--- src/rtl/spi_pkg.sv ---
// -----------------------------------------------------------------------------
// spi_pkg
// Shared constants and types for the SPI slave front end.
//   BYTE_W      : default bits per transferred word
//   CNT_W       : width of a bit counter for BYTE_W bits
//   bit_cnt_t   : bit-count type sized $clog2(BYTE_W)
//   spi_state_t : frame FSM states (IDLE waits for SS fall, ACTIVE shifts)
// -----------------------------------------------------------------------------
`timescale 1ns/1ps
package spi_pkg;

    localparam int BYTE_W = 8;
    localparam int CNT_W  = $clog2(BYTE_W);

    typedef logic [CNT_W-1:0] bit_cnt_t;

    typedef enum logic {
        IDLE   = 1'b0,
        ACTIVE = 1'b1
    } spi_state_t;

endpackage

--- src/rtl/spi_sync_edge.sv ---
// -----------------------------------------------------------------------------
// spi_sync_edge
// Multi-flop synchroniser for one asynchronous input, followed by one extra
// flop used to produce single-cycle rise/fall pulses on the synced level.
// Ports:
//   clk   : system clock
//   n_rst : asynchronous active-low reset (chain resets to RESET_VAL)
//   din   : asynchronous input
//   dout  : synchronised level (STAGES clk of delay)
//   rise  : one-clk pulse when dout goes 0 -> 1
//   fall  : one-clk pulse when dout goes 1 -> 0
// -----------------------------------------------------------------------------
`timescale 1ns/1ps
module spi_sync_edge #(
    parameter int   STAGES    = 2,
    parameter logic RESET_VAL = 1'b0
) (
    input  logic clk,
    input  logic n_rst,
    input  logic din,
    output logic dout,
    output logic rise,
    output logic fall
);

    logic [STAGES-1:0] sync_q;
    logic              prev_q;

    // NOTE: non-blocking assignments so every stage takes its predecessor's
    // old value; blocking here would collapse the chain into one flop.
    always_ff @(posedge clk or negedge n_rst) begin
        if (!n_rst) begin
            sync_q <= {STAGES{RESET_VAL}};
            prev_q <= RESET_VAL;
        end else begin
            sync_q <= {sync_q[STAGES-2:0], din};
            prev_q <= sync_q[STAGES-1];
        end
    end

    assign dout = sync_q[STAGES-1];
    assign rise =  dout & ~prev_q;
    assign fall = ~dout &  prev_q;

endmodule

--- src/rtl/spi_slave_if.sv ---
// -----------------------------------------------------------------------------
// spi_slave_if
// SPI slave front end (mode 0, LSB first). Synchronises SCK/SS/MOSI into the
// clk domain, deserialises bytes into rx_data with a one-clk rx_valid, and
// shifts a preloaded tx byte out on MISO.
// Ports:
//   clk, n_rst         : system clock, async active-low reset
//   SCK, SS, MOSI      : asynchronous SPI inputs from the master
//   MISO               : serial data to master (MISO_IDLE while SS high)
//   rx_data, rx_valid  : last complete byte and its one-clk strobe
//   tx_data, tx_load   : byte for the next frame and its capture strobe
//   tx_pending         : holding register loaded and not yet sent
//   frame_err          : (only with SPI_SLAVE_FRAME_ERR_EN) one-clk pulse on an
//                        aborted partial byte or an SCK rise outside a frame
// Build option: define SPI_SLAVE_FRAME_ERR_EN to add the frame_err output.
// -----------------------------------------------------------------------------
`timescale 1ns/1ps
module spi_slave_if #(
    parameter int   SYNC_STAGES = 2,
    parameter int   BYTE_W      = spi_pkg::BYTE_W,
    parameter logic MISO_IDLE   = 1'b1
) (
    input  logic              clk,
    input  logic              n_rst,
    input  logic              SCK,
    input  logic              SS,
    input  logic              MOSI,
    output logic              MISO,
    output logic [BYTE_W-1:0] rx_data,
    output logic              rx_valid,
    input  logic [BYTE_W-1:0] tx_data,
    input  logic              tx_load,
    output logic              tx_pending
`ifdef SPI_SLAVE_FRAME_ERR_EN
    ,
    output logic              frame_err
`endif
);

    import spi_pkg::*;

    localparam int CW = $clog2(BYTE_W);

    // ---------------- input synchronisation ----------------
    logic sck_s, sck_rise, sck_fall;
    logic ss_s, ss_rise, ss_fall;
    logic [SYNC_STAGES-1:0] mosi_q;
    logic mosi_s;

    spi_sync_edge #(.STAGES(SYNC_STAGES), .RESET_VAL(1'b0)) u_sck_sync (
        .clk(clk), .n_rst(n_rst), .din(SCK),
        .dout(sck_s), .rise(sck_rise), .fall(sck_fall)
    );

    spi_sync_edge #(.STAGES(SYNC_STAGES), .RESET_VAL(1'b1)) u_ss_sync (
        .clk(clk), .n_rst(n_rst), .din(SS),
        .dout(ss_s), .rise(ss_rise), .fall(ss_fall)
    );

    // MOSI gets the same depth as SCK so the bit seen on a detected rise is
    // the one the master presented at that rise.
    always_ff @(posedge clk or negedge n_rst) begin
        if (!n_rst) mosi_q <= '0;
        else        mosi_q <= {mosi_q[SYNC_STAGES-2:0], MOSI};
    end
    assign mosi_s = mosi_q[SYNC_STAGES-1];

    // ---------------- FSM ----------------
    spi_state_t state_q, state_d;
    logic start_frame, end_frame, sample, shift_out;

    always_ff @(posedge clk or negedge n_rst) begin
        if (!n_rst) state_q <= IDLE;
        else        state_q <= state_d;
    end

    always_comb begin
        state_d = state_q;
        unique case (state_q)
            IDLE:    if (ss_fall) state_d = ACTIVE;
            ACTIVE:  if (ss_rise) state_d = IDLE;
            default: state_d = IDLE;
        endcase
    end

    // A rise detected together with the SS fall is accepted in that cycle.
    always_comb begin
        start_frame = 1'b0;
        end_frame   = 1'b0;
        sample      = 1'b0;
        shift_out   = 1'b0;
        unique case (state_q)
            IDLE: begin
                start_frame = ss_fall;
                sample      = ss_fall & sck_rise;
            end
            ACTIVE: begin
                end_frame = ss_rise;
                sample    = sck_rise & ~ss_rise;
                shift_out = sck_fall & ~ss_rise;
            end
            default: ;
        endcase
    end

    // ---------------- datapath ----------------
    logic [BYTE_W-1:0] rx_shift_q, tx_shift_q, holding_q, frame_tx;
    logic [CW-1:0]     bit_cnt_q, cnt_base;
    logic              byte_last, byte_done_q;

    // A tx_load coinciding with the frame start bypasses the holding register.
    assign frame_tx  = tx_load ? tx_data : holding_q;
    assign cnt_base  = start_frame ? '0 : bit_cnt_q;
    assign byte_last = (cnt_base == CW'(BYTE_W - 1));

    always_ff @(posedge clk or negedge n_rst) begin
        if (!n_rst) begin
            rx_shift_q  <= '0;
            tx_shift_q  <= '0;
            holding_q   <= '0;
            bit_cnt_q   <= '0;
            byte_done_q <= 1'b0;
            rx_data     <= '0;
            rx_valid    <= 1'b0;
            tx_pending  <= 1'b0;
            MISO        <= MISO_IDLE;
        end else begin
            byte_done_q <= sample & byte_last;
            rx_valid    <= byte_done_q;
            if (byte_done_q) rx_data <= rx_shift_q;

            if (start_frame) begin
                tx_shift_q <= frame_tx;
                MISO       <= frame_tx[0];
                bit_cnt_q  <= '0;
            end else if (shift_out) begin
                tx_shift_q <= {MISO_IDLE, tx_shift_q[BYTE_W-1:1]};
                MISO       <= tx_shift_q[1];
            end else if (end_frame) begin
                MISO      <= MISO_IDLE;
                bit_cnt_q <= '0;
            end

            if (sample) begin
                rx_shift_q <= {mosi_s, rx_shift_q[BYTE_W-1:1]};
                bit_cnt_q  <= byte_last ? '0 : cnt_base + CW'(1);
            end

            if (tx_load) begin
                holding_q  <= tx_data;
                tx_pending <= ~start_frame;
            end else if (start_frame) begin
                tx_pending <= 1'b0;
            end
        end
    end

`ifdef SPI_SLAVE_FRAME_ERR_EN
    always_ff @(posedge clk or negedge n_rst) begin
        if (!n_rst) frame_err <= 1'b0;
        else        frame_err <= (end_frame & (bit_cnt_q != '0))
                               | ((state_q == IDLE) & sck_rise & ~ss_fall);
    end
`endif

    // Synced SCK/SS levels are only consumed through their edge pulses.
    logic unused_levels;
    assign unused_levels = sck_s ^ ss_s;

endmodule

--- config.mk ---
export PLATFORM = sky130hd
export DESIGN_NAME = spi_slave_if
export DESIGN_NICKNAME = d
export VERILOG_FILES = /design/src/rtl/spi_pkg.sv /design/src/rtl/spi_sync_edge.sv /design/src/rtl/spi_slave_if.sv
export SDC_FILE = /design/constraint.sdc
export NUM_CORES = 1
export LEC_CHECK = 0
export BUFFER_PORTS_ARGS = -buffer_cell sky130_fd_sc_hd__clkbuf_2
export CAP_MARGIN = 20
export CORE_MARGIN = 4
export CORE_UTILIZATION = 40
export CTS_BUF_LIST = sky130_fd_sc_hd__clkbuf_8
export CTS_CLUSTER_SIZE = 30
export DETAILED_ROUTE_END_ITERATION = 10
export SLEW_MARGIN = 25
export SYNTH_ARGS = -nofsm -noshare
export SYNTH_HDL_FRONTEND = slang
export SYNTH_SLANG_ARGS = --single-unit
--- constraint.sdc ---
create_clock -name clk -period 4 [get_ports clk]
set_clock_uncertainty 0.1 [all_clocks]
set_input_delay 0.2 -clock clk [delete_from_list [all_inputs] [get_ports clk]]
set_output_delay 0.2 -clock clk [all_outputs]
set_load 0.02 [all_outputs]
==> flow_summary.yaml, run 1 <==
status:
  status: "completed"
critical_path:
  worstPathMaxFanout: 12
  worstSetupPathType: "flip-flop to flip-flop"
  cp-end-kind: "flip-flop"
  slowest_delay_ns: 0.55
  arrival_ns: 2.23
  worst_ep_required_time_ns: 4.08
  critPathBufInv: 0
  critPathTopFamily: "simple AND/OR/NAND/NOR gates"
  crit_slowest_cell: "dfstp_2"
  start_kind: "flip-flop"
  crit_path_cell_trace: "or3b_4 > and2_1 > ha_1 > ha_1 > mux2_4"
  crit_top_cell: "ha_1"
synthesis:
  synth.avg_cell_area_um2: 15.3
  ys_types: 27
  synthCells: 119
  yosysMostFrequentCell: "dfrtp_1"
  syn-num-nets: 135
  synth_warnings: 0
  ys_ff_latch: 47
  synthesis.area_um2: 1820
  yosys.area.top_type: "dfrtp_1"
  yosysTopAreaCellShare: 0.592
  yosys-mux-area-fraction: 0.171
  synth_compound_area_frac: 0.0440
  synth_top_family_by_area: "multiplexers"
  async_reset_ff_frac: 1.00
  ys_seq_area_frac: 0.650
  ys_top_cells_by_count: "dfrtp_1, mux2_2, nor2b_1, a221o_1"
  synth_fa_ha_area_frac: 0.0200
  yosys.area_share.xor_xnor: 0
  synth-simple-area-share: 0.0826
  synth_ff_type: "dfrtp_1"
  synth-edff-count: 0
  synth_area_leaders: "dfrtp_1, mux2_2, dfstp_2"
power_and_ir_drop:
  peakVddDrop_uv: 287
  leakagePower_nw: 1.03
  p_per_area_nw_per_um2: 469
  p_total_mw: 0.986
finish:
  n_antenna_cell: 0
  fill_cells: 402
  stdcell_count: 204
  multiInputGateArea_um2: 577
  drive_above_1_share: 0.428
  area_growth_pct: 15.7
  final_net_count: 167
  final_core_util: 0.480
  regArea_um2: 1180
route:
  num_vias: 990
  remaining_drc_errors: 0
  antenna_left: 0
  firstDrtPassIters: 3
  drt-total-wl_um: 2820
  viasPerCell: 4.85
  wl_per_cell_um: 13.8
  drt-initial-drc-count: 40
sta:
  fin_crit_ns: 2.15
  slew_headroom: 0.615
  hold_violations: 0
  tightest_slew_ns: 0.578
  timing.fmax_ghz: 0.464
  finalWorstSetupSlack_ns: 1.85
  setup_violations: 0
  rsz0062_at_grt: "false"
  fin_setup_tns_ns: 0
  period_share: 0.539
  drv_slew: 0
run:
  max_cap_viol_count: 0
cts:
  cts_inserted_buffers: 5
  htreeDepth: 2
  clkLatencyLatePin_ns: 0.29
  cts_setup_buffers: 0
  cts_resized: 0
  path_clk_slew_ns: 0.08
  cts_tree: "yes"
  cts-root-buf: "clkbuf_8"
  clkSinkCount: 47
  cts.path.max_buffers: 2
  hold_buffers: 4
placement:
  portBuffers: 24
  dp_hpwl_um: 1930
  gp_congestion: 0.733
  dp.cells: 192
  pre_cts_slack_ns: 1.85
min_path:
  hp-class: "input port to flip-flop"
die:
  dieArea_um2: 5690
  die_h_um: 75.4
  rows: 24
  die_width_um: 75.4
  initial_core_util: 0.415
  design.core.area_um2: 4380
  io_pins: 25
global_routing:
  grt_antenna_before_repair: 0
  grt_max_degree: 48
  track_usage: 0.113
  grt_pass1_wl_um: 4740
  globalRouteOverflowTotal: 0
  grt_pass1_vias: 1067
-- cells by family after synthesis --
family | count (synthesis)
and+or+nand+nor | 23
DFF | 47
adders and majority gates | 3
buffers and inverters | 10
AOI/OAI and AO/OA | 9
muxes | 27
-- through the flow --
stage | cell area, µm² | hold slack [ns]
floorplan | 1820 | -0.196
CTS | 2100 | 0.0411
global placement | 1980 | 0.192
finish | 2100 | 0.0566
detailed placement | 1980 | 0.199
global route | 2100 | 0.0496
-- routing by layer --
metal  GRT usage  vias to the layer above  part of all wire
li1            -                      470                 -
met1       0.133                      494              0.44
met2       0.179                       20              0.49
met3      0.0422                        6             0.048
met4      0.0583                        0             0.017
met5           0                        -                 0
-- report_power, final --
| part | internal, mW | switching [mW] |
|---|---|---|
| clock | 0.118 | 0.145 |
| sequential | 0.552 | 0.0418 |
| combinational | 0.0746 | 0.0556 |
-- cell usage in the layout (no fill, tap or decap), drive strengths merged, types with 2 or more instances in the layout --
cell type,instances
a221o,6
nor2,4
and2,5
mux2,26
nor2b,7
dfstp,4
ha,2
nand2,4
inv,6
clkinv,2
clkbuf,29
buf,2
dlygate4sd3,4
dfrtp,43
-- flip-flops by register name (all words and copies together) (netlist names) --
name / count
MISO: 1
bit_cnt_q: 3
byte_done_q: 1
holding_q: 8
mosi_q: 2
rx_data: 8
rx_shift_q: 8
rx_valid: 1
state_q: 1
tx_pending: 1
tx_shift_q: 7
u_sck_sync.prev_q: 1
u_sck_sync.sync_q: 2
u_ss_sync.prev_q: 1
u_ss_sync.sync_q: 2
-- area by class of cell --
cell class	instances	area share
tap	52	0.0309
clock inverter	3	0.00595
multi-input combinational	62	0.274
clock buffer	5	0.0327
sequential	47	0.562
inverter	5	0.0113
timing repair buffer	30	0.0833
-- worst paths after layout --
path,slack (ns),depth (start not counted),startpoint,end
max reg2reg,1.85,5,u_ss_sync.prev_q,bit_cnt_q[2]
min reg2reg,0.26,0,u_sck_sync.sync_q[0],u_sck_sync.sync_q[1]
min,0.06,2,tx_data[3],holding_q[3]
max,1.85,5,u_ss_sync.prev_q,bit_cnt_q[2]
max in group asynchronous,2.98,3,n_rst,rx_data[3]
min in group asynchronous,0.43,3,n_rst,holding_q[2]
-- worst reg2reg max path: stages, from the launching register on --
cell and delay [ns]:
dfstp_2 0.55, or3b_4 0.47, and2_1 0.22, ha_1 0.18, ha_1 0.26, mux2_4 0.26
(Power assumes the default switching activity.)
==> run 2: changes to the inputs <==
Clock period 4 ns to 1.74 ns, I/O delays scaled along.
==> run 2 against run 1 <==
Register-to-register slack got worse by 2.0 ns. Maximum frequency increased by 12%. Critical path depth unchanged. Core utilization increased by 5.8 points. Power increased by 150%. The run now ends with negative setup slack left. Sequential power increased by 130%. Critical path type unchanged. Via count increased by 7.5%. Global-route usage increased by 0.74 points. Largest power group unchanged.
==> flow_summary.yaml, run 2 (same netlist as run 1, synthesis figures left out) <==
status:
  status: "finished, violations left"
  violations: "negative setup slack"
global_routing:
  grt_max_degree: 48
  grt_pass1_vias: 1079
  track_usage: 0.120
  grt_pass1_wl_um: 5010
  grt_antenna_before_repair: 0
  globalRouteOverflowTotal: 0
min_path:
  holdPathStages: 3
  hold-path-endpoint: "tx_pending"
  hp-start: "tx_load"
  hp-class: "input port to flip-flop"
finish:
  n_antenna_cell: 0
  final_cell_mix: "dfrtp_1, clkbuf_2, mux2_2"
  fill_cells: 382
  fin_area_um2: 2360
  reg_top3: "holding_q x8, rx_data x8, rx_shift_q x8"
  final_net_count: 185
  drive_above_1_share: 0.488
  area_growth_pct: 29.7
  final_common_cell: "dfrtp_1"
  stdcell_count: 222
sta:
  timing.fmax_ghz: 0.522
  fin_setup_tns_ns: -0.229
  fin_crit_ns: 1.92
  hold_violations: 0
  setup_violations: 3
  drv_slew: 0
  tightest_slew_ns: 0.572
  slew_headroom: 0.619
  period_share: 1.10
  rsz0062_at_grt: "true"
  finalWorstSetupSlack_ns: -0.175
critical_path:
  worstSetupPathType: "flip-flop to flip-flop"
  slowest_delay_ns: 0.53
  cp-end-kind: "flip-flop"
  crit_path_cell_trace: "or3b_4 > and2_4 > ha_4 > ha_4 > mux2_4"
  arrival_ns: 2.00
  ff2ff_path_depth: 5
  worst_ep_required_time_ns: 1.83
  crit_slowest_cell: "dfstp_2"
  r2r_start: "u_ss_sync.prev_q"
  crit_top_cell: "ha_4"
  rrSetupSlack_ns: -0.18
  start_kind: "flip-flop"
  worstPathMaxFanout: 4
  rr_endpoint: "bit_cnt_q[2]"
power_and_ir_drop:
  peakVddDrop_uv: 568
  p_per_area_nw_per_um2: 1030
  p_total_mw: 2.44
  leakagePower_nw: 1.16
die:
  rows: 24
  die_width_um: 75.4
  dieArea_um2: 5690
  die_h_um: 75.4
  design.core.area_um2: 4380
  io_pins: 25
  initial_core_util: 0.415
placement:
  dp_hpwl_um: 1950
  portBuffers: 24
  gp_congestion: 0.699
  dpl-instance-area_um2: 2060
  dp.cells: 197
  pre_cts_slack_ns: -0.191
route:
  antenna_left: 0
  wl_per_cell_um: 14.0
  drt-initial-drc-count: 37
  viasPerCell: 4.79
  drt-total-wl_um: 3110
  firstDrtPassIters: 4
  remaining_drc_errors: 0
  num_vias: 1064
cts:
  clkSinkCount: 47
  cts.path.max_buffers: 2
  path_clk_slew_ns: 0.08
  cts_inserted_buffers: 5
  htreeDepth: 2
  clkLatencyLatePin_ns: 0.29
  cts-root-buf: "clkbuf_8"
  cts_tree: "yes"
run:
  max_cap_viol_count: 0
==> run 2: cell types whose count changed in the layout (fill, tap and decap cells not counted), sizes merged <==
cell	previous run	this run
clkbuf	29	31
dlygate4sd3	4	12
buf	2	11
inv	6	5
==> run 2: cell type report <==
cell class	instances	area [µm²]	share of cell area
inverter	5	23.8	0.0101
multi-input combinational	62	636	0.270
clock buffer	6	82.6	0.0350
sequential	47	1180	0.501
timing repair buffer	48	360	0.153
tap	52	65.1	0.0276
clock inverter	2	8.76	0.00372
==> run 2: layer usage <==
layer	routed length (µm)	GRT usage	vias to the layer above
met5	0	0	-
met4	65	0.0641	0
met3	147	0.0317	7
met2	1500	0.186	25
met1	1400	0.154	523
li1	-	-	509
==> run 2: how the worst max path moves through the flow <==
stage	startpoint	to	slack, ns	cells past startpoint
after detailed placement	u_ss_sync.prev_q	bit_cnt_q[2]	-0.19	5
after floorplan	u_ss_sync.prev_q	bit_cnt_q[2]	-0.27	6
final	u_ss_sync.prev_q	bit_cnt_q[2]	-0.18	5
after CTS	u_ss_sync.prev_q	bit_cnt_q[2]	-0.18	5
after global routing	u_ss_sync.prev_q	bit_cnt_q[2]	-0.24	5
after global placement	u_ss_sync.prev_q	bit_cnt_q[2]	-0.16	5
==> run 2: where the power goes <==
group	internal, mW	total [mW]	leakage [nW]	switching [mW]
registers	1.27	1.37	0.583	0.103
logic	0.266	0.421	0.528	0.154
clock network	0.314	0.646	0.0524	0.332
==> run 2: what timing repair did <==
item,in CTS,in global routing
buffers inserted,1,3
endpoints found under the setup margin,7,17
gates cloned,0,1
pin swaps,1,1
endpoints found under the hold margin,54,0
resized for setup,0,8
hold buffers,12,0
==> run 2: stage by stage <==
step / util / hold slack, ns
6_report: 0.538 / 0.106
5_1_grt: 0.538 / 0.143
4_1_cts: 0.520 / 0.107
3_5_place_dp: 0.470 / 0.0768
3_3_place_gp: 0.470 / 0.0777
2_1_floorplan: - / -0.309
==> run 2: worst max-delay path: cells and delay by family (launching register included) <==
kind                       cells  cell delay (ns)
DFF                            1             0.53
and+or+nand+nor                2             0.57
muxes                          1             0.26
adders and majority gates      2             0.36
